File: src/rtl/uart_tx_arbiter.sv
// Round-robin (or fixed-priority with TXARB_FIXED_PRIO_EN) scheduler of two byte sources onto one uart_tx.
// Grant registered one cycle after req & tx_ready in IDLE; requests are ignored until the frame plus GAP cycles ends.
module uart_tx_arbiter #(
  parameter int unsigned GAP = 0
) (
  input  logic       clk,
  input  logic       rst,
  input  logic       req0,
  input  logic [7:0] data0,
  output logic       ack0,
  input  logic       req1,
  input  logic [7:0] data1,
  output logic       ack1,
  input  logic       tx_ready,
  output logic       tx_start,
  output logic [7:0] tx_data,
  output logic       busy,
  output logic       owner
);

  typedef enum logic [1:0] {
    S_IDLE,
    S_WAIT_BUSY,
    S_WAIT_DONE,
    S_GAP
  } state_t;

  localparam logic [15:0] GAP_LOAD = 16'((GAP != 0) ? (GAP - 32'd1) : 32'd0);

  state_t      state, state_nxt;
  logic [15:0] gap_cnt, gap_cnt_nxt;
  logic        grant;
  logic        pick1;

`ifdef TXARB_FIXED_PRIO_EN
  assign pick1 = req1 & ~req0;
`else
  // On a tie the requester that did not win last time is served.
  assign pick1 = req1 & (~req0 | ~owner);
`endif

  always_comb begin
    state_nxt   = state;
    gap_cnt_nxt = gap_cnt;
    grant       = 1'b0;
    case (state)
      S_IDLE: begin
        if ((req0 | req1) & tx_ready) begin
          grant     = 1'b1;
          state_nxt = S_WAIT_BUSY;
        end
      end
      S_WAIT_BUSY: begin
        if (!tx_ready) state_nxt = S_WAIT_DONE;
      end
      S_WAIT_DONE: begin
        if (tx_ready) begin
          if (GAP != 0) begin
            state_nxt   = S_GAP;
            gap_cnt_nxt = GAP_LOAD;
          end else begin
            state_nxt = S_IDLE;
          end
        end
      end
      S_GAP: begin
        if (gap_cnt == 16'd0) state_nxt = S_IDLE;
        else                  gap_cnt_nxt = gap_cnt - 16'd1;
      end
      default: state_nxt = S_IDLE;
    endcase
  end

  always_ff @(posedge clk or posedge rst) begin
    if (rst) begin
      state   <= S_IDLE;
      gap_cnt <= 16'd0;
    end else begin
      state   <= state_nxt;
      gap_cnt <= gap_cnt_nxt;
    end
  end

  always_ff @(posedge clk or posedge rst) begin
    if (rst) begin
      tx_start <= 1'b0;
      ack0     <= 1'b0;
      ack1     <= 1'b0;
      tx_data  <= 8'h00;
      owner    <= 1'b1;
    end else begin
      tx_start <= grant;
      ack0     <= grant & ~pick1;
      ack1     <= grant & pick1;
      if (grant) begin
        tx_data <= pick1 ? data1 : data0;
        owner   <= pick1;
      end
    end
  end

  assign busy = (state != S_IDLE);

endmodule

File: config.mk
export PLATFORM = sky130hd
export DESIGN_NAME = uart_tx_arbiter
export DESIGN_NICKNAME = d
export VERILOG_FILES = /design/src/rtl/uart_tx_arbiter.sv
export SDC_FILE = /design/constraint.sdc
export NUM_CORES = 1
export LEC_CHECK = 0
export ABC_AREA = 1
export CORE_UTILIZATION = 28
export CTS_CLUSTER_SIZE = 40
export DETAILED_ROUTE_END_ITERATION = 10
export HOLD_SLACK_MARGIN = 0.05
export PLACE_DENSITY = 0.54
export SYNTH_ARGS = -nofsm -noshare
export SYNTH_HDL_FRONTEND = slang
export SYNTH_SLANG_ARGS = --single-unit
File: constraint.sdc
create_clock -name clk -period 4.6 [get_ports clk]
set_clock_uncertainty 0.15 [all_clocks]
set_input_delay 0.92 -clock clk [delete_from_list [all_inputs] [get_ports clk]]
set_output_delay 0.92 -clock clk [all_outputs]
set_load 0.01 [all_outputs]
# Word level (Yosys, flattened, before mapping)
# Cells that the tools add are included.
dict set report word_totals {
  in_bits 21
  out_inout_bits 13
  reg_bits 30
}
dict set report classes {
  reduce_logical 5
  eq_ne 7
  n_addsub 1
  muxes 8
  n_bitwise 10
}
# operator count
set op_table {}
lappend op_table {{$logic_not 16->1} 1}
lappend op_table {{$sub 16x1->16 const B} 1}
lappend op_table {{$mux 2} 4}
lappend op_table {{$mux 8} 1}
lappend op_table {{$ne 2x2->1 const B} 4}
lappend op_table {{$pmux 2 s4} 1}
lappend op_table {{$and 1x1->1} 4}
lappend op_table {{$eq 2x2->1 const B} 2}
lappend op_table {{$not 1->1} 4}
lappend op_table {{$reduce_and 4->1} 1}
lappend op_table {{$eq 2x1->1 const B} 1}
lappend op_table {{$logic_not 2->1} 1}
lappend op_table {{$mux 1} 2}
lappend op_table {{$or 1x1->1} 2}
lappend op_table {{$reduce_and 2->1} 1}
lappend op_table {{$reduce_bool 2->1} 1}

# Logic depth before layout (Yosys ltp)
# Gate-level depths: netlist of run 1.
dict set report logic_depth {
  depth_word 5
  ltp_mapped 10
  depth_no_buf 9
}

# Least setup slack after synthesis of run 1
# Ideal clock, no wire load.
dict set report synth_timing {
  kind {input to register}
  start {in req0}
  end {reg tx_data[0]}
  path_buffers 0
  cell_stages 6
  setup_slack_ns 2.806
  arrival_ns 1.527
  t_required_ns 4.333
  path_cell_list {nand2_1 > nand2_1 > nand2_1 > nand2_1 > nand2_1 > nand2_1}
}
dict set report synth_via {
  elab_chain_len 4
  word_cells_on_any_way 8
  classes_between {mux: 3; bitwise: 5}
}
# element line
set synth_lines {}
lappend synth_lines {{from (decl)} 8} ;# input logic req0,
lappend synth_lines {{$or 1x1->1 or $not 1->1 (tied branches)} {48, 39}}
lappend synth_lines {{$and 1x1->1 or $or 1x1->1 (tied branches)} {48, 39}}
lappend synth_lines {{$mux 1 or $and 1x1->1 (tied branches)} {48, 39}}
lappend synth_lines {{$mux 1 or $mux 8 (tied branches)} {46, 96}}
lappend synth_lines {{to (signal assigned)} 96} ;# tx_data <= pick1 ? data1 : data0;
lappend synth_lines {{to (decl)} 16} ;# output logic [7:0] tx_data,
# Parallel ways exist; a longest one is shown, timed or not.
# A chain may end at the register's enable or synchronous reset.

# Final worst setup path of run 1
dict set report layout_timing {
  start {reg owner}
  end {out owner}
}
# element line
set layout_lines {}
lappend layout_lines {{from (decl)} 18} ;# output logic owner
lappend layout_lines {{from (signal assigned)} 97} ;# owner <= pick1;
# No word-level cell between the ends.

==> flow_summary.yaml, run 1 <==
setup_path:
  crit_family: "flip-flops"
  end_kind: "output port"
  crit_type: "flop to output port"
  crit_path_max_incr_delay_ps: 550
  worstSetupPathDepth: 1
  setup_slack_on_the_worst_flop_to_flop_path_ps: 2900
  critical_register_to_register_path_startpoint: "gap_cnt[0]"
  start_kind: "flop"
  critical_path_required_time_ps: 3530
  crit_arrival_ps: 1360
  worst_r2r_path_depth: 9
  crit_fanout: 3
  worstReg2RegEnd: "gap_cnt[14]"
  timing.critical_path.slowest_stage_cell: "dfstp_2"
  crit_buf_inv: 1
  crit_path_cell_trace: "clkdlybuf4s50_1"
final_layout:
  fraction_of_final_layout_cells_sized_beyond_drive_strength_1_pct: 8.51
  insertedDiodeCount: 0
  final_core_util_pct: 37.4
  final_design_area_no_fill_um2: 2210
  n_fill_cell: 624
  instances_no_fill: 357
  area_overhead_of_the_layout_relative_to_synthesis_pct: 29.1
  finish.net_count: 303
synth:
  synth_top_area_cell: "dfrtp_1"
  yosysWarningCount: 0
  synth_seq_cells: 30
  synth.cells.most_frequent: "122 x nand2_1, 29 x dfrtp_1, 21 x nor2_1, 18 x inv_1, 17 x nand3_1"
  synth.cell_area_um2: 1710
  yosys_most_used_dff: "dfrtp_1"
  async_flop_share_pct: 100
  syn_inst: 243
  netlist_top_cells_area: "dfrtp_1 42%, nand2_1 27%, nand3_1 5.0%"
  yosysMostFrequentCell: "nand2_1"
  synth-edff-count: 0
  ys_types: 23
  postSynthNetCount: 265
  syn_avg_cell_area_um2: 7.05
  yosysTopAreaCellShare_pct: 42.3
  synth-seq-area-share_pct: 43.9
clocking:
  clock_latency_late_sink_ps: 280
  cts.path.max_buffers: 2
  clock_transition_at_the_registers_of_the_reported_paths_ps: 60
  cts-htree-levels: 2
  cts_repair_resize_count: 0
  cts.sink_count: 30
  cts_made_buffers: 5
  root_driver: "clkbuf_8"
  post_cts_buffers: 0
  cts_tree: "built"
  cts_hold_buf: 0
placed_design:
  post-place-cells: 349
  place_hpwl_um: 2650
  place.gp.congestion: 0.724
  placement.io_buffers: 33
  total_cell_area_at_the_placement_stage_um2: 2120
detailed_routing:
  route.antenna.remaining_nets: 0
  drcViolationCount: 0
  detail_route.first_pass.iterations: 4
  post_drt_via_cell_ratio: 4.24
  dr.first_iter.drc_count: 39
  routed-via-count: 1515
  detailed_route_wire_length_um: 3620
  wl_per_cell_um: 10.1
sta:
  timing_worst_slew_pin_value_ps: 385
  finalHoldViolations: 0
  slew_violations: 0
  totalNegativeSetupSlack_ps: 0
  max_freq_mhz: 412
  worst_slew_margin_rel_pct: 74.3
  setup_viol: 0
  finalCritPeriodShare_pct: 52.8
  rsz0062_at_grt: "false"
  final_period_minus_worst_setup_slack_ps: 2430
grt:
  grt_pass1_vias: 1465
  grt_start_max_net_pins: 31
  antenna_found_initial: 0
  globalRouteOverflowTotal: 0
  grt_pass1_wl_um: 6640
  globalRouteTotalUtil_pct: 13.7
flow_run:
  max_cap_violations: 0
power:
  power_leakage_uw: 0.00122
  vdd_ir_drop_max_v: 0.000225
  power_density_cells_nw_per_um2: 372
  report.power.total_uw: 822
die:
  chipWidth_um: 80.2
  fp.dieArea_um2: 6440
  initial_core_util_pct: 29.0
  core_footprint_um2: 5920
  placementRows: 28
  die_h_um: 80.2
  num_io_pins: 34
min_path:
  hold_path.class: "flop to flop"
  min_delay_path_depth: 2
  launch_instance_of_the_worst_min_delay_path: "tx_data[7]"
  hold_end: "tx_data[7]"
outcome:
  run_status: "completed"
[how the worst max path moves through the flow]
stage / start / endpoint / slack [ps]
floorplan: req0 / tx_data[0] / 2810
global placement: req1 / tx_data[1] / 2130
detailed placement: req1 / state[1] / 2120
CTS: owner / owner / 2150
global route: state[1] / busy / 2090
finish: owner / owner / 2170
[metal layers]
metal | GRT usage (%) | wire, um | vias to the layer above
met4 | 5.36 | 68 | 0
met5 | 0 | 0 | -
met1 | 16.5 | 1670 | 655
met3 | 6.36 | 317 | 6
met2 | 20.9 | 1560 | 36
li1 | - | - | 818
[kinds of logic after synthesis]
group	share of synthesized area [%]
buffers and inverters	6.42
XOR/XNOR	3.07
flip-flops	43.9
AO/OA/AOI/OAI	1.75
adder cells (fa/ha/maj)	0.730
AND/OR/NAND/NOR	44.2
[layout make-up]
| class | instances | area [um^2] | area share (%) |
|---|---|---|---|
| Multi-Input combinational cell | 189 | 852 | 38.5 |
| Clock buffer | 7 | 86.3 | 3.90 |
| Inverter | 20 | 77.6 | 3.51 |
| Timing Repair Buffer | 35 | 345 | 15.6 |
| Sequential cell | 30 | 752 | 34.0 |
| Clock inverter | 1 | 5.00 | 0.226 |
| Tap cell | 75 | 93.8 | 4.24 |
[metrics by stage]
step	hold slack [ps]	worst slack [ps]
after floorplan	321	2810
after global placement	311	2130
after detailed placement	319	2120
after CTS	335	2150
after global routing	362	2090
final	332	2170
[sequential cells by signal, summed over array words and instances (netlist names)]
register and flops:
gap_cnt 16, tx_data 8, state 2, ack0 1, ack1 1, owner 1, tx_start 1
[cells in the final DEF (no fill, tap or decap), drive strengths merged]
cell type	synthesis	final
clkbuf	0	7
clkinv	0	1
o21ai	5	5
ha	1	1
nand3	17	17
dfrtp	29	29
nor2	28	28
clkdlybuf4s50	0	33
nand3b	1	1
nand4	3	3
dfstp	1	1
xnor2	4	4
xor2	2	2
buf	4	2
inv	20	20
a21oi	1	1
nand2	127	127
[power breakdown]
part           switching (uW)  internal [uW]  leakage, uW  total (uW)
clock network             100            121    0.0000482         221
logic                     125            130     0.000769         255
registers                30.8            316     0.000400         346
total                     256            566      0.00122         822
(Power assumes the default switching activity.)
==> run 2, diff against run 1 <==
--- a/config.mk
+++ b/config.mk
@@ -10,7 +10,7 @@
 export CTS_CLUSTER_SIZE = 40
 export DETAILED_ROUTE_END_ITERATION = 10
 export HOLD_SLACK_MARGIN = 0.05
-export PLACE_DENSITY = 0.54
+export PLACE_DENSITY = 0.55
 export SYNTH_ARGS = -nofsm -noshare
 export SYNTH_HDL_FRONTEND = slang
 export SYNTH_SLANG_ARGS = --single-unit
==> constraint.sdc (replaced) <==
create_clock -name clk -period 2.1 [get_ports clk]
set_clock_uncertainty 0.15 [all_clocks]
set_input_delay 0.42 -clock clk [delete_from_list [all_inputs] [get_ports clk]]
set_output_delay 0.42 -clock clk [all_outputs]
set_load 0.01 [all_outputs]
==> flow_summary.yaml, run 2 (synthesis results as in run 1) <==
grt:
  grt_pass1_vias: 1503
  globalRouteOverflowTotal: 0
  grt_pass1_wl_um: 6700
  global_route_met3_usage_pct: 5.68
  antenna_found_initial: 0
  globalRouteTotalUtil_pct: 13.7
  grt_start_max_net_pins: 31
  gr-max-usage-layer: "met2"
  gr-usage-met2_pct: 21.5
  met1_global_route_usage_pct: 16.8
setup_path:
  timing.critical_path.slowest_stage_cell: "clkdlybuf4s50_1"
  crit_fanout: 3
  end_kind: "output port"
  crit_arrival_ps: 1370
  crit_type: "flop to output port"
  crit_path_cell_trace: "clkdlybuf4s50_1"
  critical_path_required_time_ps: 1530
  setup_slack_on_the_worst_flop_to_flop_path_ps: 380
  start_kind: "flop"
  crit_family: "buffers and inverters"
  crit_path_max_incr_delay_ps: 550
  crit_buf_inv: 1
final_layout:
  register_name_with_the_most_flops: "gap_cnt"
  mostFrequentLayoutCell: "nand2_1"
  final_design_area_no_fill_um2: 2230
  area_overhead_of_the_layout_relative_to_synthesis_pct: 30.1
  largest_reg_flops: 16
  layout_common_cells: "122 x nand2_1, 33 x clkdlybuf4s50_1, 29 x dfrtp_1"
  layout_top_registers: "gap_cnt: 16 flops, tx_data: 8 flops, state: 2 flops"
  n_fill_cell: 607
  finish.net_count: 305
  insertedDiodeCount: 0
  fraction_of_final_layout_cells_sized_beyond_drive_strength_1_pct: 9.51
sta:
  final.setup.worst_slack_ps: 159
  setup_viol: 0
  timing_worst_slew_pin_value_ps: 382
  max_freq_mhz: 515
  finalCritPeriodShare_pct: 92.4
  final_period_minus_worst_setup_slack_ps: 1940
  totalNegativeSetupSlack_ps: 0
  rsz0062_at_grt: "false"
  finalHoldViolations: 0
  worst_slew_margin_rel_pct: 74.6
  slew_violations: 0
detailed_routing:
  detailed_route_wire_length_um: 3670
  detail_route.first_pass.iterations: 4
  dr.first_iter.drc_count: 91
  post_drt_via_cell_ratio: 4.24
  route.antenna.remaining_nets: 0
  wl_per_cell_um: 10.2
  routed-via-count: 1522
  drcViolationCount: 0
power:
  power_density_cells_nw_per_um2: 816
  vdd_ir_drop_max_v: 0.000451
  power_leakage_uw: 0.00123
die:
  die_h_um: 80.2
  chipWidth_um: 80.2
  num_io_pins: 34
  fp.dieArea_um2: 6440
  core_footprint_um2: 5920
  placementRows: 28
  initial_core_util_pct: 29.0
clocking:
  root_driver: "clkbuf_8"
  cts_tree: "built"
  clock_latency_late_sink_ps: 290
  cts_repair_resize_count: 0
  cts_made_buffers: 5
  clock_transition_at_the_registers_of_the_reported_paths_ps: 70
  cts.sink_count: 30
  cts-htree-levels: 2
  cts_hold_buf: 0
  cts.path.max_buffers: 2
  post_cts_buffers: 0
placed_design:
  pre_cts_ws_ps: 295
  place.gp.congestion: 0.770
  place_hpwl_um: 2660
  placement.io_buffers: 33
  total_cell_area_at_the_placement_stage_um2: 2140
min_path:
  hold_path.class: "flop to flop"
outcome:
  run_status: "completed"
flow_run:
  max_cap_violations: 0
==> run 2: cell count changes in the layout (fill, tap and decap cells not counted), sizes merged <==
cell and delta:
buf +2, clkinvlp +1, clkbuf -1
==> run 2: area by class of cell <==
cell class,count,area [um^2],share of cell area (%)
Clock buffer,6,82.6,3.70
Sequential cell,30,752,33.7
Inverter,20,77.6,3.48
Tap cell,75,93.8,4.21
Clock inverter,2,12.5,0.561
Multi-Input combinational cell,189,852,38.2
Timing Repair Buffer,37,360,16.2
==> run 2: worst paths after layout <==
check / startpoint / end / cells after the start
worst max-delay path: owner / owner / 1
worst min-delay path: tx_data[1] / tx_data[1] / 2
worst max register to register: gap_cnt[0] / gap_cnt[15] / 9
worst min register to register: tx_data[1] / tx_data[1] / 2
max in group asynchronous: rst / owner / 3
min in group asynchronous: rst / gap_cnt[6] / 3
==> run 2: metal layers <==
metal | up-vias | part of all wire [%]
li1 | 821 | -
met1 | 657 | 48
met2 | 38 | 44
met3 | 6 | 7.2
met4 | 0 | 0.87
met5 | - | 0
==> run 2: metrics by stage <==
stage / cells / power, uW / util (%) / hold slack, ps
final: 359 / 1820 / 37.7 / 336
after global routing: 359 / 1960 / 37.7 / 367
after CTS: 359 / 1850 / 37.7 / 340
after detailed placement: 351 / 1340 / 36.1 / 319
after global placement: 351 / 1340 / 36.1 / 314
after floorplan: 243 / 1020 / - / 321
==> run 2: where the power goes <==
part           leakage, uW  internal (uW)  switching, uW  total, uW
clock            0.0000472            263            233        496
sequential        0.000400            691           68.8        760
combinational     0.000778            292            273        565
